## src/rtl/data_table_chain_delete.sv

```systemverilog
// Hash-table chain delete engine: walks one bucket chain, unlinks the
// matching entry, clears its slot and returns it to empty-pointer storage.
module data_table_chain_delete #(
    parameter int KEY_W       = 32,
    parameter int VALUE_W     = 32,
    parameter int A_WIDTH     = 8,
    parameter int BUCKET_W    = 8,
    parameter int RAM_LATENCY = 2,
    parameter int MAX_CHAIN   = 16,
    parameter int CNT_W       = $clog2(MAX_CHAIN + 1)
) (
    input  logic                clk_i,
    input  logic                rst_n_i,
    input  logic [KEY_W-1:0]    task_key_i,
    input  logic [VALUE_W-1:0]  task_value_i,
    input  logic [BUCKET_W-1:0] task_bucket_i,
    input  logic [A_WIDTH-1:0]  task_head_ptr_i,
    input  logic                task_head_ptr_val_i,
    input  logic                task_valid_i,
    output logic                task_ready_o,
    output logic                rd_en_o,
    output logic [A_WIDTH-1:0]  rd_addr_o,
    input  logic [KEY_W-1:0]    rd_key_i,
    input  logic [VALUE_W-1:0]  rd_value_i,
    input  logic [A_WIDTH-1:0]  rd_next_ptr_i,
    input  logic                rd_next_ptr_val_i,
    output logic                wr_en_o,
    output logic [A_WIDTH-1:0]  wr_addr_o,
    output logic [KEY_W-1:0]    wr_key_o,
    output logic [VALUE_W-1:0]  wr_value_o,
    output logic [A_WIDTH-1:0]  wr_next_ptr_o,
    output logic                wr_next_ptr_val_o,
    output logic                head_wr_en_o,
    output logic [BUCKET_W-1:0] head_wr_addr_o,
    output logic [A_WIDTH-1:0]  head_wr_ptr_o,
    output logic                head_wr_ptr_val_o,
    output logic [A_WIDTH-1:0]  add_empty_ptr_o,
    output logic                add_empty_ptr_en_o,
    input  logic                add_empty_ptr_ready_i,
    output logic [KEY_W-1:0]    result_key_o,
    output logic [VALUE_W-1:0]  result_value_o,
    output logic [1:0]          result_code_o,
    output logic [CNT_W-1:0]    result_pos_o,
    output logic                result_valid_o,
    input  logic                result_ready_i
);

    localparam int WT_W = (RAM_LATENCY > 1) ? $clog2(RAM_LATENCY) : 1;
    localparam logic [WT_W-1:0] WT_LAST = WT_W'(RAM_LATENCY - 1);
    localparam logic [CNT_W-1:0] HOP_LAST = CNT_W'(MAX_CHAIN - 1);

    localparam logic [1:0] CODE_SUCCESS  = 2'd0;
    localparam logic [1:0] CODE_NO_ENTRY = 2'd1;
    localparam logic [1:0] CODE_LIMIT    = 2'd2;

    typedef enum logic [2:0] {
        IDLE,
        RD_REQ,
        RD_WAIT,
        CHECK,
        UNLINK,
        CLEAR,
        FREE,
        REPORT
    } state_t;

    state_t state;
    state_t next_state;

    logic [KEY_W-1:0]    lk_key;
    logic [VALUE_W-1:0]  lk_value;
    logic [BUCKET_W-1:0] lk_bucket;

    logic [A_WIDTH-1:0]  cur_addr;
    logic [KEY_W-1:0]    cur_key;
    logic [VALUE_W-1:0]  cur_value;
    logic [A_WIDTH-1:0]  cur_next;
    logic                cur_nval;

    logic [A_WIDTH-1:0]  prev_addr;
    logic [KEY_W-1:0]    prev_key;
    logic [VALUE_W-1:0]  prev_value;

    logic [CNT_W-1:0]    hop;
    logic [WT_W-1:0]     wait_cnt;
    logic [1:0]          res_code;
    logic [CNT_W-1:0]    res_pos;

    logic key_hit;
    logic wait_done;
    logic hop_limit;

    assign key_hit   = (cur_key == lk_key);
    assign wait_done = (wait_cnt == WT_LAST);
    assign hop_limit = (hop == HOP_LAST);

    always_ff @(posedge clk_i or negedge rst_n_i) begin
        if (!rst_n_i) begin
            state <= IDLE;
        end else begin
            state <= next_state;
        end
    end

    always_comb begin
        next_state         = state;
        task_ready_o       = 1'b0;
        rd_en_o            = 1'b0;
        rd_addr_o          = '0;
        wr_en_o            = 1'b0;
        wr_addr_o          = '0;
        wr_key_o           = '0;
        wr_value_o         = '0;
        wr_next_ptr_o      = '0;
        wr_next_ptr_val_o  = 1'b0;
        head_wr_en_o       = 1'b0;
        head_wr_addr_o     = '0;
        head_wr_ptr_o      = '0;
        head_wr_ptr_val_o  = 1'b0;
        add_empty_ptr_o    = '0;
        add_empty_ptr_en_o = 1'b0;
        result_key_o       = '0;
        result_value_o     = '0;
        result_code_o      = '0;
        result_pos_o       = '0;
        result_valid_o     = 1'b0;
        unique case (state)
            IDLE: begin
                // Gated so the port reads 0 while reset is held.
                task_ready_o = rst_n_i;
                if (task_valid_i) begin
                    next_state = task_head_ptr_val_i ? RD_REQ : REPORT;
                end
            end
            RD_REQ: begin
                rd_en_o    = 1'b1;
                rd_addr_o  = cur_addr;
                next_state = RD_WAIT;
            end
            RD_WAIT: begin
                if (wait_done) begin
                    next_state = CHECK;
                end
            end
            CHECK: begin
                if (key_hit) begin
                    next_state = UNLINK;
                end else if (!cur_nval || hop_limit) begin
                    next_state = REPORT;
                end else begin
                    next_state = RD_REQ;
                end
            end
            UNLINK: begin
                if (hop == '0) begin
                    head_wr_en_o      = 1'b1;
                    head_wr_addr_o    = lk_bucket;
                    head_wr_ptr_o     = cur_next;
                    head_wr_ptr_val_o = cur_nval;
                end else begin
                    // Predecessor inherits our link; same path for middle and tail.
                    wr_en_o           = 1'b1;
                    wr_addr_o         = prev_addr;
                    wr_key_o          = prev_key;
                    wr_value_o        = prev_value;
                    wr_next_ptr_o     = cur_next;
                    wr_next_ptr_val_o = cur_nval;
                end
                next_state = CLEAR;
            end
            CLEAR: begin
                wr_en_o    = 1'b1;
                wr_addr_o  = cur_addr;
                next_state = FREE;
            end
            FREE: begin
                add_empty_ptr_en_o = 1'b1;
                add_empty_ptr_o    = cur_addr;
                if (add_empty_ptr_ready_i) begin
                    next_state = REPORT;
                end
            end
            REPORT: begin
                result_valid_o = 1'b1;
                result_key_o   = lk_key;
                result_value_o = lk_value;
                result_code_o  = res_code;
                result_pos_o   = res_pos;
                if (result_ready_i) begin
                    next_state = IDLE;
                end
            end
            default: begin
                next_state = IDLE;
            end
        endcase
    end

    always_ff @(posedge clk_i or negedge rst_n_i) begin
        if (!rst_n_i) begin
            lk_key     <= '0;
            lk_value   <= '0;
            lk_bucket  <= '0;
            cur_addr   <= '0;
            cur_key    <= '0;
            cur_value  <= '0;
            cur_next   <= '0;
            cur_nval   <= 1'b0;
            prev_addr  <= '0;
            prev_key   <= '0;
            prev_value <= '0;
            hop        <= '0;
            wait_cnt   <= '0;
            res_code   <= '0;
            res_pos    <= '0;
        end else begin
            unique case (state)
                IDLE: begin
                    if (task_valid_i) begin
                        lk_key    <= task_key_i;
                        lk_value  <= task_value_i;
                        lk_bucket <= task_bucket_i;
                        cur_addr  <= task_head_ptr_i;
                        hop       <= '0;
                        res_code  <= CODE_NO_ENTRY;
                        res_pos   <= '0;
                    end
                end
                RD_REQ: begin
                    wait_cnt <= '0;
                end
                RD_WAIT: begin
                    wait_cnt <= wait_cnt + 1'b1;
                    if (wait_done) begin
                        cur_key   <= rd_key_i;
                        cur_value <= rd_value_i;
                        cur_next  <= rd_next_ptr_i;
                        cur_nval  <= rd_next_ptr_val_i;
                    end
                end
                CHECK: begin
                    if (key_hit) begin
                        res_pos <= hop;
                    end else if (!cur_nval) begin
                        res_code <= CODE_NO_ENTRY;
                        res_pos  <= hop;
                    end else if (hop_limit) begin
                        res_code <= CODE_LIMIT;
                        res_pos  <= hop;
                    end else begin
                        prev_addr  <= cur_addr;
                        prev_key   <= cur_key;
                        prev_value <= cur_value;
                        cur_addr   <= cur_next;
                        hop        <= hop + 1'b1;
                    end
                end
                FREE: begin
                    if (add_empty_ptr_ready_i) begin
                        res_code <= CODE_SUCCESS;
                        res_pos  <= hop;
                    end
                end
                default: begin
                end
            endcase
        end
    end

endmodule

```

## config.mk

```make
export PLATFORM = sky130hd
export DESIGN_NAME = data_table_chain_delete
export DESIGN_NICKNAME = d
export VERILOG_FILES = /design/src/rtl/data_table_chain_delete.sv
export SDC_FILE = /design/constraint.sdc
export NUM_CORES = 1
export LEC_CHECK = 0
export CORE_MARGIN = 2
export CORE_UTILIZATION = 47
export DETAILED_ROUTE_END_ITERATION = 10
export GPL_ROUTABILITY_DRIVEN = 0
export PLACE_DENSITY = 0.81
export SYNTH_ARGS = -nofsm -noshare
export SYNTH_HDL_FRONTEND = slang
export SYNTH_SLANG_ARGS = --single-unit
```

## constraint.sdc

```tcl
create_clock -name clk_i -period 2.8 [get_ports clk_i]
set_input_delay 0.28 -clock clk_i [delete_from_list [all_inputs] [get_ports clk_i]]
set_output_delay 0.28 -clock clk_i [all_outputs]
set_load 0.05 [all_outputs]
```

==> results.md <==
* Final Net Count at 1449
* Via count at 8390
* Post-route ant nets at 0
* Minimum clock period at 2.65 ns
* Clock Latency Late Sink at 0.53 ns
* Final std cells w/o fill at 1625
* Wirelength per Cell at 19.6 um
* Number of CTS-inserted buffers at 27
* Slew Limit Headroom at 37.5%
* Slew Limit Fails at 0
* Max IR drop VDD at 674 uV
* Synth cell types at 46
* DRT iter0 DRCs at 392
* Number of synthesized flops with an enable pin at 0
* Placed cells at 1570
* DPL Wire Length at 22800 um
* Fillcell total at 1577
* Area delta synth->final at 53.4%
* Leak Pwr at 0.00770 uW
* Vias in the first global route at 8931
* Post-DR vias/cell at 5.16
* CP cell instances: nor2_1, nand2_1, nor2_4, buf_4, buf_12, and2_1, buf_12
* I/O pin cnt at 350
* Drt drc at 0
* Fmax at 378 MHz
* Crit-path max cell delay at 0.49 ns
* CTS tree: done
* Synth Area per Inst at 11.8 um2
* Initial antenna violation count at 0
* Row count at 56
* Global Route Usage Sum at 25.6%
* Maximum clock path buffer count at 3
* Required @ worst endpoint at 2.52 ns
* Setup violators final at 0
* Sink Count at 241
* Mapped Cells at 935
* Top cell by count, worst path: buf_12
* Ratio of cells with drive above 1 in the final layout at 28.6%
* Clk pin slew, worst setup/hold paths at 0.06 ns
* Worst-path cell with the longest stage delay: dfrtp_2
* Top FF cell, synth: dfrtp_1
* Worst-Margin Slew at 0.938 ns
* Area contributors post-synth: dfrtp_1, mux2_2, and2_1
* Max Clock Skew at 0.00949 ns
* Die W at 157 um
* Inserted Diodes at 0
* Die area at 24700 um2
* Crit Path Class: flop to primary output
* Cell family with most CP delay: simple AND/OR/NAND/NOR gates
* Largest net degree at the start of global routing at 148
* Initial Util at 47.5%
* # H-tree levels at 1
* Multi-input gate area at 4730 um2
* Critical path peak fanout at 28
* Share of the synthesized area in the top cell type at 54.6%
* CP arrival at 2.37 ns
* FFs w/ async S/R, synth at 100%
* Seq cells post-synth at 241
* Post-synth top area cell: dfrtp_1
* Syn. warnings at 0
* Final wirelength at 31800 um
* Sequential-to-total area share from yosys stat at 54.6%
* Status: finished clean
* CTS root buffer: clkbuf_16
* Setup tns final at 0 ns
* Min-Delay Path Class: primary input to async pin
* IO Port Bufs at 349
* RSZ-0062 raised after global routing: false
* Startpoint Class: flop
* Crit. End Element: primary output
* Die Y at 157 um
* Max Cap Violations at 0
* Remaining Overflow, GRT at 0
* First-pass GRT wire length at 49400 um
* P per Cell Area at 1040 nW/um2
* Core area at 23300 um2
* Area of the mapped netlist at 11000 um2
* Buffers & Inverters on Critical Path at 3
* Storage cell area at 6030 um2
* FF-to-FF setup slack at 0.30 ns
* Final-report hold violation count at 0
* Syn nets at 1097
* Tcrit/Tclk final at 94.6%
* DRT Pass-1 Iters at 4
## placed cells by master, fill, tap and decap left out, types with 8 or more instances in the layout
cell type        synthesis  routed
nor2_1                  11      10
nand2_1                128     128
buf_12                   0     130
clkbuf_16                0      27
a2bb2oi_1                8       8
o22ai_1                 13      13
dfrtp_1                241     238
inv_1                   10       9
a22o_1                   8       8
xor2_1                  32      32
mux2_1                  77      77
a21oi_1                 10      10
mux2_2                 105     105
buf_4                    2      76
clkdlybuf4s50_1          0     160
and2_1                 178     177
## cells in the mapped netlist, types with 7 or more instances
| library cell | instances |
|---|---|
| xor2_1 | 32 |
| o22ai_1 | 13 |
| nor4_1 | 7 |
| a2bb2oi_1 | 8 |
| clkbuf_1 | 31 |
| nor2_1 | 11 |
| mux2_1 | 77 |
| buf_2 | 12 |
| a21oi_1 | 10 |
| nand2_1 | 128 |
| mux2_2 | 105 |
| dfrtp_1 | 241 |
| a22o_1 | 8 |
| inv_1 | 10 |
| and2_1 | 178 |
## report_power, final
group / internal, uW / total (uW) / switching [uW] / leakage (uW)
Clock: 1930 / 3330 / 1400 / 0.000413
Combinational: 3650 / 7750 / 4110 / 0.00436
Sequential: 5200 / 6460 / 1260 / 0.00293
Total: 10800 / 17500 / 6770 / 0.00770
## final timing paths
check                      cells past startpoint                  endpoint                startpoint
max in group asynchronous                      3  cur_value[0]$_DFFE_PN0P_                   rst_n_i
max reg2reg                                    7        hop[4]$_DFFE_PN0P_        hop[0]$_DFFE_PN0P_
min reg2reg                                    2  lk_bucket[0]$_DFFE_PN0P_  lk_bucket[0]$_DFFE_PN0P_
min in group clk_i                             3  lk_value[31]$_DFFE_PN0P_          task_value_i[31]
min                                            2  lk_value[24]$_DFFE_PN0P_                   rst_n_i
max                                            7            wr_value_o[11]      state[0]$_DFFE_PN0P_
## metrics by stage
step / hold slack, ns / cell area [um2] / total power [uW] / setup WS (ns) / utilization, %
2_1_floorplan: -0.0156 / 11100 / 11000 / 0.177 / -
3_3_place_gp: 0.184 / 16000 / 13900 / 0.355 / 68.9
3_5_place_dp: 0.187 / 16000 / 14200 / 0.304 / 68.9
4_1_cts: 0.230 / 16900 / 17600 / 0.0320 / 72.7
5_1_grt: 0.246 / 16900 / 18500 / 0.00362 / 72.8
6_report: 0.230 / 16900 / 17500 / 0.153 / 72.8
## sequential cells by signal, summed over array words and instances, names as in the netlist, 32 cells and up
register,count
prev_value,32
prev_key,32
lk_key,32
cur_key,32
cur_value,32
lk_value,32
## routing by layer
layer | share of wire (%) | global-route usage (%) | vias up
met2 | 51 | 45.4 | 307
li1 | - | - | 3832
met5 | 0 | 0 | -
met1 | 38 | 30.6 | 4201
met4 | 2.5 | 6.49 | 0
met3 | 8.3 | 7.49 | 50
## layout make-up
| type | count | area share [%] |
|---|---|---|
| tap | 319 | 2.36 |
| timing repair buffer | 376 | 28.9 |
| clock buffer | 40 | 4.63 |
| clock inverter | 8 | 0.295 |
| multi-input combinational | 631 | 27.9 |
| inverter | 10 | 0.244 |
| sequential | 241 | 35.6 |
## cell families (layout without fill, tap and decap cells)
kind of cell | Yosys count | count (layout) | synth area share [%]
compound gates | 58 | 58 | 3.72
fa+ha+maj | 3 | 3 | 0.340
buf+inv | 64 | 434 | 2.92
mux | 185 | 185 | 18.8
xor+xnor | 32 | 32 | 2.54
simple gates | 352 | 353 | 17.1
flops | 241 | 241 | 54.6
## repair_timing
action | 4_1_cts | 5_1_grt
endpoints found under the setup margin | 60 | 93
pin swaps | 1 | 0
endpoints found under the hold margin | 39 | 0
cloned | 1 | 0
hold buffers | 1 | 0
setup buffers | 4 | 1
resized for setup | 2 | 11
Note: power is estimated with default switching activity, not from simulation.
